===== src/rtl/adder_error_meter_pkg.sv =====
// rtl/adder_error_meter_pkg.sv - shared widths and FSM encoding for adder error metrics
package adder_error_meter_pkg;

    localparam int SUM_W = 9;
    localparam int CNT_W = 17;
    localparam int ACC_W = CNT_W + SUM_W;

    typedef enum logic [1:0] {
        ST_IDLE  = 2'd0,
        ST_RUN   = 2'd1,
        ST_DRAIN = 2'd2,
        ST_DONE  = 2'd3
    } state_t;

endpackage


===== src/rtl/abs_diff.sv =====
// rtl/abs_diff.sv - combinational unsigned |a - b|, larger minus smaller
module abs_diff #(
    parameter int W = 9
) (
    input  logic [W-1:0] a,
    input  logic [W-1:0] b,
    output logic [W-1:0] d
);

    always_comb begin
        if (a >= b) begin
            d = a - b;
        end else begin
            d = b - a;
        end
    end

endmodule


===== src/rtl/adder_error_meter.sv =====
// rtl/adder_error_meter.sv - collects mismatch count, max and sum of error distance
module adder_error_meter
    import adder_error_meter_pkg::*;
#(
    parameter int SUM_W = adder_error_meter_pkg::SUM_W,
    parameter int CNT_W = adder_error_meter_pkg::CNT_W,
    parameter int ACC_W = adder_error_meter_pkg::ACC_W
) (
    input  logic             clk,
    input  logic             rst,
    input  logic             start,
    input  logic [CNT_W-1:0] n_samples,
    input  logic             in_valid,
    output logic             in_ready,
    input  logic [SUM_W-1:0] s_exact,
    input  logic [SUM_W-1:0] s_approx,
    output logic             busy,
    output logic             done,
    output logic [CNT_W-1:0] err_count,
    output logic [SUM_W-1:0] max_ed,
    output logic [ACC_W-1:0] sum_ed,
    output logic [CNT_W-1:0] sample_count
);

    state_t           state_q;
    state_t           state_d;
    logic [CNT_W-1:0] target;
    logic [CNT_W-1:0] cnt_next;
    logic [SUM_W-1:0] ed;
    logic             accept;
    logic             start_ok;

    logic             s1_valid;
    logic             s1_mis;
    logic [SUM_W-1:0] s1_ed;

    abs_diff #(.W(SUM_W)) u_abs_diff (
        .a (s_exact),
        .b (s_approx),
        .d (ed)
    );

    assign cnt_next = sample_count + CNT_W'(1);

    always_ff @(posedge clk or posedge rst) begin
        if (rst) begin
            state_q <= ST_IDLE;
        end else begin
            state_q <= state_d;
        end
    end

    always_comb begin
        state_d  = state_q;
        in_ready = 1'b0;
        busy     = 1'b0;
        done     = 1'b0;
        start_ok = 1'b0;
        accept   = 1'b0;
        case (state_q)
            ST_IDLE, ST_DONE: begin
                done     = (state_q == ST_DONE);
                start_ok = start;
                if (start) begin
                    // A zero-length run completes immediately with cleared metrics.
                    state_d = (n_samples == '0) ? ST_DONE : ST_RUN;
                end
            end
            ST_RUN: begin
                in_ready = 1'b1;
                busy     = 1'b1;
                accept   = in_valid;
                if (in_valid && (cnt_next == target)) begin
                    state_d = ST_DRAIN;
                end
            end
            ST_DRAIN: begin
                busy    = 1'b1;
                state_d = ST_DONE;
            end
            default: begin
                state_d = ST_IDLE;
            end
        endcase
    end

    always_ff @(posedge clk or posedge rst) begin
        if (rst) begin
            target       <= '0;
            sample_count <= '0;
            s1_valid     <= 1'b0;
            s1_mis       <= 1'b0;
            s1_ed        <= '0;
            err_count    <= '0;
            max_ed       <= '0;
            sum_ed       <= '0;
        end else if (start_ok) begin
            target       <= n_samples;
            sample_count <= '0;
            s1_valid     <= 1'b0;
            err_count    <= '0;
            max_ed       <= '0;
            sum_ed       <= '0;
        end else begin
            s1_valid <= accept;
            if (accept) begin
                s1_ed        <= ed;
                s1_mis       <= (ed != '0);
                sample_count <= cnt_next;
            end
            // Stage 2 retires the registered distance; DRAIN covers the last one.
            if (s1_valid) begin
                err_count <= err_count + CNT_W'(s1_mis);
                sum_ed    <= sum_ed + ACC_W'(s1_ed);
                if (s1_ed > max_ed) begin
                    max_ed <= s1_ed;
                end
            end
        end
    end

endmodule


===== config.mk =====
export PLATFORM = sky130hd
export DESIGN_NAME = adder_error_meter
export DESIGN_NICKNAME = d
export VERILOG_FILES = /design/src/rtl/adder_error_meter_pkg.sv /design/src/rtl/abs_diff.sv /design/src/rtl/adder_error_meter.sv
export SDC_FILE = /design/constraint.sdc
export NUM_CORES = 1
export LEC_CHECK = 0
export CORE_MARGIN = 2
export CORE_UTILIZATION = 47
export CTS_CLUSTER_DIAMETER = 200
export CTS_CLUSTER_SIZE = 20
export DETAILED_ROUTE_END_ITERATION = 7
export HOLD_SLACK_MARGIN = 0.06
export PLACE_DENSITY = 0.81
export SLEW_MARGIN = 20
export SYNTH_ARGS = -nofsm -noshare
export SYNTH_HDL_FRONTEND = slang
export SYNTH_SLANG_ARGS = --single-unit

===== constraint.sdc =====
create_clock -name clk -period 9 [get_ports clk]
set_input_delay 1.8 -clock clk [delete_from_list [all_inputs] [get_ports clk]]
set_output_delay 1.8 -clock clk [all_outputs]
set_load 0.1 [all_outputs]

# Yosys cells after proc, flatten, opt, wreduce, memory -nomap -nowiden
# Index checks and enable logic that the tools add are counted.
[word_totals]
ff_bits = 99
inputBits = 39
out_inout_bits = 72
elab_cells = 55
[classes]
addsub = 5
n_lt_le_gt_ge = 2
n_eq_ne = 6
n_mux = 20
n_bitwise = 1
n_reduce_logical = 12
[ops]
columns = ["cell", "count"]
rows = [
  ["$mux W17", 4],
  ["$mux W26", 2],
  ["$mux W9", 4],
  ["$add A26 B9 Y26", 1],
  ["$sub A9 B9 Y9", 2],
  ["$add A17 B1 Y17", 1],
  ["$add A17 B1 Y17 const B", 1],
  ["$eq A17 B17 Y1", 1],
  ["$logic_not A17 Y1", 1],
  ["$ge A9 B9 Y1", 1],
  ["$gt A9 B9 Y1", 1],
  ["$reduce_bool A9 Y1", 1],
  ["$mux W1", 6],
  ["$mux W2", 3],
  ["$pmux W2 S3", 1],
  ["$reduce_and A2 Y1", 3],
  ["$reduce_bool A2 Y1", 3],
  ["$eq A2 B2 Y1 const B", 2],
  ["$ne A2 B2 Y1 const B", 2],
  ["$reduce_or A2 Y1", 2],
  ["$eq A2 B1 Y1 const B", 1],
  ["$logic_not A2 Y1", 1],
  ["$logic_and A1 B1 Y1", 1],
  ["$not A1 Y1", 1],
]

# Longest topological paths before layout
# Gate-level depths: netlist of the first run.
[logic_depth]
depth_word = 5
mapped_depth = 11
mapped_depth_nobuf = 11

# Hierarchy
# A second synthesis of the first run with hierarchy kept.
[hier_totals]
cells_unflattened = 725
hier_area_um2 = 6646.4
[modules_own_cells]
columns = ["mod", "n_inst", "cells_per_inst", "area_per_inst_um2", "seq_area_each_um2"]
rows = [
  ["adder_error_meter", 1, 613, 5791.8, 2477.4],
  ["abs_diff", 1, 112, 854.6, 0.0],
]

# Least setup slack after synthesis of the first run
# Ideal clock, no wire load.
[synth_path]
path_type = "input to register"
start = "input s_exact[4]"
end = "register s1_mis"
setup_time_ns = 0.140
arrival_time_ns = 4.008
required_time_ns = 8.860
slack_ns = 4.853
path_stages = 11
n_path_buf = 2
cell_sequence = "inv_1 -> ha_1 -> buf_2 -> and3_1 -> a221o_1 -> a221o_1 -> buf_4 -> mux2i_1 -> xor2_1 -> a2111oi_0 -> a31oi_1"
[synth_between]
elab_chain_cells = 3
elab_cells_between_ends = 5
classes_between = "add/sub: 2; order compare: 1; mux: 1; reduce/logical: 1"
[synth_rtl]
columns = ["item", "line_no", "rtl"]
rows = [
  ["start, declared", "adder_error_meter.sv:15", "input logic [SUM_W-1:0] s_exact,"],
  ["$sub A9 B9 Y9, or another cell as far along", "abs_diff.sv:14", "d = b - a;"],
  ["$mux W9 *", "abs_diff.sv:11", "if (a >= b) begin"],
  ["$reduce_bool A9 Y1 *", "adder_error_meter.sv:108", "s1_mis <= (ed != '0);"],
  ["end signal, assigned", "adder_error_meter.sv:108", ""],
  ["end, declared", "adder_error_meter.sv:34", "logic s1_mis;"],
]
# Every way passes the cells marked *; elsewhere a longest branch is shown, timed or not.
# A chain may end at the register's enable or synchronous reset.

# Final worst setup path of the first run
[layout_path]
start = "input s_exact[1]"
end = "register s1_mis"
# The elaborated chain is that of the path after synthesis.

==> results.yml, run 1 <==
cts:
  cts_root_buf: "clkbuf_16"
  holdBufCountCts: 0
  insertion_delay_ps: 340
  numCtsBuffers: 9
  postCtsSetupBuffers: 0
  cts.repair.resized: 0
  htree_levels: 3
  cts_buffer_depth: 2
  clk_pin_slew_worst_paths_ps: 70
  cts_tree: "built"
  clock-sinks: 99
power_and_ir_drop:
  p_switching_w: 0.00100
  ir_drop_v: 0.000159
  swShare_pct: 47.9
  powerDensity_nw_per_um2: 271
  p_comb_share_pct: 51.8
  internal_power_w: 0.00109
  seq_power_share_pct: 30.6
  leakagePower_nw: 3.49
  clkPwrFrac_pct: 17.6
final_layout:
  fill_cells: 1109
  n_antenna_cell: 0
  seqCellArea_sq_um: 2480
  area_delta_synth_final_pct: 24.8
  mostFrequentLayoutCell: "clkdlybuf4s50_1"
  drive_gt1_share_pct: 4.73
  fin_area_sq_um: 7720
  multi_input_area_sq_um: 3460
  instances_no_fill: 954
  layout_common_cells: "clkdlybuf4s50_1 (110), dfrtp_1 (99), nand2_1 (88)"
  nets: 860
timing:
  skew_ps: 13.1
  hold_violations: 0
  rsz0062_at_grt: "false"
  drv_slew: 0
  fmax_ghz: 0.219
  whs_ps: 498
  finalSetupTns_ps: 0
  fin_crit_ps: 4570
  worst_slew_pin_slew_ps: 1060
  relSlewSlack_pct: 29.4
  finalSetupViolations: 0
  post-route-period-util_pct: 50.8
yosys:
  synth_cells: 677
  synth_edf_count: 0
  yosysWarningCount: 0
  synth_seq_area_share_pct: 40.1
  synth_fp_nets: 760
  yosysUniqueCellTypes: 60
  syn_area_per_cell_sq_um: 9.14
  ys.flop_type: "dfrtp_1"
  async_reset_ff_share_pct: 100
  syn_area_sq_um: 6180
  ys_seq_elements: 99
placement:
  dp.final_hpwl_um: 10800
  gp_congestion: 0.902
  postPlaceCellArea_sq_um: 7430
  dpl.cell_count: 938
  port_buffers: 110
critical_path:
  arrival_ps: 4790
  worstSetupEndpointType: "flip-flop"
  cp.required_ps: 9210
  critPathKind: "input port to flip-flop"
  path_cells: "clkdlybuf4s50_1 > inv_1 > ha_1 > a21o_1 > a221o_1 > a221o_1 > mux2i_1 > xor2_1 > a2111oi_0 > a31oi_1"
  max_stage_delay_ps: 540
  worstSetupStartpointType: "input port"
  path_delay_family: "compound AO/OA/AOI/OAI gates"
  cpMostUsedCell: "a221o_1"
  path_max_fanout: 8
  path_depth: 10
  cp_num_buf_inv: 2
  worst_r2r_path_depth: 10
  cp_slowest_cell: "a221o_1"
status:
  status: "completed"
route:
  drt_first_iter_violations: 411
  wirelength_um: 14500
  via_per_inst: 5.47
  routedWlPerCell_um: 15.3
  firstDrtPassIters: 4
  vias: 5218
  drc: 0
  drt.antenna.violating_nets: 0
die:
  rows: 41
  io_pins: 111
  die_w_um: 119
  die_area_sq_um: 14100
  die_height_um: 119
  start_util_pct: 48.6
  core_sq_um: 12700
worst_hold_path:
  hp-class: "flip-flop to flip-flop"
  holdPathStages: 2
grt:
  grt_usage_pct: 21.4
  grt_antenna_before_repair: 0
  first_global_vias: 5271
  grt-ovfl-total: 0
  grt_max_degree: 87
  grt_pass1_wl_um: 24900
job:
  cap_viol_max_count: 0
==> routing by layer <==
layer	track usage (%)	share of wire (%)	vias to the layer above
li1	-	-	2513
met4	7.22	1.9	0
met1	26.8	43	2537
met2	37.5	51	148
met3	3.33	4.1	20
met5	0	0	-
==> Yosys cell counts (all sizes together) (2+ instances only) <==
master    n  share of area [%]
nor4      5               0.51
nand4    10                1.0
a2111oi   2               0.28
a21oi    26                2.1
clkbuf   15               0.91
nand2b    3               0.30
and2      5               0.51
and3      9               0.99
a211oi    4               0.49
and4      5               0.75
nand3    26                2.3
nor2     75                4.6
a2bb2oi   2               0.67
xnor2    41                5.8
mux2i    26                4.2
or2       3               0.30
a21o     15                1.8
o21ai    24                1.9
or4       2               0.36
fa        3               0.97
xor2     35                5.0
a221o     3               0.49
a21boi    6               0.73
a211o     2               0.28
nor2b     7               0.71
buf      10               0.81
inv      38                2.3
ha       41                8.3
nand2    89                5.4
o21a      4               0.49
dfrtp    99                 40
or3       8               0.81
nor3     11               0.89
a31oi     7               0.71
o211ai    2               0.32
==> cell families (layout without fill, tap and decap cells) <==
kind of cell    Yosys count  after routing  synth area share [%]
compound gates          107            107                  11.7
xor+xnor                 76             76                  10.8
fa+ha+maj                44             44                  9.27
buf+inv                  63            168                  4.03
flops                    99             99                  40.1
mux                      27             27                  4.39
simple gates            261            261                  19.8
==> power groups by stage <==
stage | clock network, W | registers, W | logic, W
after floorplan | 0 | 0.000881 | 0.000585
after CTS | 0.000377 | 0.000639 | 0.00108
after detailed placement | 0 | 0.000646 | 0.00107
final | 0.000368 | 0.000640 | 0.00108
after global placement | 0 | 0.000644 | 0.00104
after global routing | 0.000397 | 0.000655 | 0.00117
==> path summary, 6_finish.rpt <==
| path | slack (ps) | start | to |
|---|---|---|---|
| worst min register to register | 500 | target[16] | target[16] |
| max in group asynchronous | 6260 | rst | s1_ed[0] |
| worst max register to register | 5980 | s1_ed[1] | max_ed[7] |
| worst min-delay path | 500 | target[16] | target[16] |
| min in group asynchronous | 1770 | rst | state_q[0] |
| worst max-delay path | 4430 | s_exact[1] | s1_mis |
==> through the flow <==
stage,setup WS [ps],util [%],total power [W]
final,4430,60.7,0.00209
after global routing,4210,60.7,0.00222
after CTS,4430,60.6,0.00210
after detailed placement,4050,58.4,0.00172
after global placement,4180,58.4,0.00169
after floorplan,4610,-,0.00147
==> flip-flops by register name, indices dropped and copies added, names as in the netlist <==
name          cells
err_count        17
s1_mis            1
sum_ed           26
s1_valid          1
state_q           2
sample_count     17
s1_ed             9
max_ed            9
target           17
==> worst register-to-register path, cell delays in order (launching register included) <==
cell      delay [ps]
dfrtp_1          470
ha_1             330
nor2b_1          140
o21a_1           170
o21a_1           170
o21ai_0          210
a211oi_1         110
o21ai_0          740
buf_4            290
mux2i_1          200
nor2_1            50
==> layout make-up <==
type,instances,area share (%)
Clock inverter,7,0.778
Tap cell,172,2.79
Timing Repair Buffer,114,14.7
Clock buffer,9,2.92
Sequential cell,99,32.1
Multi-Input combinational cell,515,44.8
Inverter,38,1.88
Note: power is estimated with default switching activity, not from simulation.
==> inputs of run 2 (changes only) <==
--- a/config.mk
+++ b/config.mk
@@ -11,7 +11,7 @@
 export CTS_CLUSTER_SIZE = 20
 export DETAILED_ROUTE_END_ITERATION = 7
 export HOLD_SLACK_MARGIN = 0.06
-export PLACE_DENSITY = 0.81
+export PLACE_DENSITY = 0.83
 export SLEW_MARGIN = 20
 export SYNTH_ARGS = -nofsm -noshare
 export SYNTH_HDL_FRONTEND = slang
==> constraint.sdc (replaced) <==
create_clock -name clk -period 3.8 [get_ports clk]
set_input_delay 0.76 -clock clk [delete_from_list [all_inputs] [get_ports clk]]
set_output_delay 0.76 -clock clk [all_outputs]
set_load 0.1 [all_outputs]
==> results.yml, run 2 (synthesized netlist as in run 1, its figures left out) <==
status:
  status: "completed"
placement:
  postPlaceCellArea_sq_um: 7510
  port_buffers: 110
  gp_congestion: 0.855
  dp.final_hpwl_um: 10600
critical_path:
  worstSetupStartpoint: "s_exact[1]"
  arrival_ps: 3570
  worstSetupStartpointType: "input port"
  worst_r2r_path_depth: 10
  path_max_fanout: 4
  r2r_end: "sum_ed[20]"
  worstSetupEndpointType: "flip-flop"
  cpMostUsedCell: "a221o_1"
  path_delay_family: "compound AO/OA/AOI/OAI gates"
  cp_slowest_cell: "clkdlybuf4s50_1"
  r2r_slack_ps: 1020
  reg2reg_from: "sum_ed[0]"
  cp.required_ps: 4010
  critPathKind: "input port to flip-flop"
  path_cells: "clkdlybuf4s50_1 > inv_1 > ha_1 > a21o_1 > a221o_1 > a221o_1 > mux2i_1 > xor2_1 > a2111oi_0 > a31oi_1"
  cp_num_buf_inv: 2
  max_stage_delay_ps: 530
timing:
  skew_ps: 4.94
  finalSetupTns_ps: 0
  drv_slew: 0
  worst_slew_pin_slew_ps: 1060
  rsz0062_at_grt: "false"
  relSlewSlack_pct: 29.4
  fin_crit_ps: 3360
  post-route-period-util_pct: 88.3
  hold_violations: 0
  finalSetupViolations: 0
  fmax_ghz: 0.298
  whs_ps: 496
power_and_ir_drop:
  ir_drop_v: 0.000364
  p_switching_w: 0.00233
  leakagePower_nw: 3.54
  p_comb_share_pct: 52.1
  clkPwrFrac_pct: 17.4
  seq_power_share_pct: 30.5
  swShare_pct: 46.9
  internal_power_w: 0.00264
  powerDensity_nw_per_um2: 638
die:
  io_pins: 111
  die_height_um: 119
  start_util_pct: 48.6
  die_area_sq_um: 14100
  rows: 41
  core_sq_um: 12700
  die_w_um: 119
cts:
  postCtsSetupBuffers: 0
  cts.repair.resized: 0
  htree_levels: 3
  holdBufCountCts: 0
  clock-sinks: 99
  numCtsBuffers: 9
  cts_buffer_depth: 2
  cts_tree: "built"
  clk_pin_slew_worst_paths_ps: 60
  insertion_delay_ps: 350
  cts_root_buf: "clkbuf_16"
grt:
  grt_antenna_before_repair: 0
  grt-ovfl-total: 0
  grt_usage_pct: 20.8
  grt_max_degree: 60
  first_global_vias: 4995
  grt_pass1_wl_um: 23900
worst_hold_path:
  hold_path_startpoint: "target[2]"
  hold_end: "target[2]"
  holdPathStages: 2
  hp-class: "flip-flop to flip-flop"
final_layout:
  fill_cells: 1098
  regMostFlops: "sum_ed"
  area_delta_synth_final_pct: 25.8
  largest_register_ffs: 26
  layout_common_cells: "clkdlybuf4s50_1 (108), dfrtp_1 (99), nand2_1 (88)"
  fin_area_sq_um: 7780
  mostFrequentLayoutCell: "clkdlybuf4s50_1"
  n_antenna_cell: 0
  drive_gt1_share_pct: 5.57
  nets: 868
route:
  drt.antenna.violating_nets: 0
  routedWlPerCell_um: 14.6
  wirelength_um: 14100
  drt_first_iter_violations: 354
  vias: 5162
  via_per_inst: 5.37
  drc: 0
  wl_met1_um: 6290
  wl_met3_um: 503
  wl_met2_um: 7060
  firstDrtPassIters: 5
  routed.top_layer: "met4"
job:
  cap_viol_max_count: 0
## run 2: changes by cell type in the layout (fill, tap and decap cells not counted), sizes merged
cell,before,now
buf,4,14
clkbuf,9,14
clkdlybuf4s50,110,108
clkinv,4,2
clkinvlp,1,0
inv,40,38
## run 2: power groups by stage
| stage | clock (W) | sequential [W] | combinational (W) |
|---|---|---|---|
| floorplan | 0 | 0.00209 | 0.00139 |
| global placement | 0 | 0.00152 | 0.00254 |
| detailed placement | 0 | 0.00153 | 0.00259 |
| CTS | 0.000877 | 0.00152 | 0.00260 |
| global route | 0.000921 | 0.00155 | 0.00279 |
| finish | 0.000862 | 0.00152 | 0.00259 |
## run 2: worst min-delay path: cells and delay by family (launching register included)
kind,cells,cell delay [ps]
flip-flops,1,350
AND/OR/NAND/NOR,2,120
## run 2: worst max path at each step
stage               depth (start not counted)           end  slack (ps)
floorplan                                   1  err_count[0]         450
global placement                           10        s1_mis         180
detailed placement                         10        s1_mis         100
CTS                                        10        s1_mis         460
global route                               10        s1_mis         230
finish                                     10        s1_mis         440
## run 2: layout make-up
| type | count | area (sq um) | area share (%) |
|---|---|---|---|
| repair buffers | 122 | 1210 | 15.6 |
| clock buffers | 14 | 264 | 3.39 |
| flip-flops and latches | 99 | 2480 | 31.8 |
| multi-input cells | 515 | 3460 | 44.5 |
| well taps | 172 | 215 | 2.77 |
| inverters | 38 | 145 | 1.86 |
| clock inverters | 2 | 10.0 | 0.129 |
## run 2: metal layers
| layer | GRT usage, % | up-vias |
|---|---|---|
| met1 | 27.0 | 2506 |
| met2 | 35.0 | 113 |
| met3 | 2.94 | 14 |
| met4 | 7.81 | 0 |
| met5 | 0 | - |
| li1 | - | 2529 |
## run 2: stage by stage
stage	utilization (%)	cells	total power, W	setup slack, ps
after floorplan	-	677	0.00347	450
after global placement	59.0	946	0.00407	175
after detailed placement	59.0	946	0.00412	101
after CTS	61.2	962	0.00499	464
after global routing	61.2	962	0.00526	225
final	61.2	962	0.00497	443
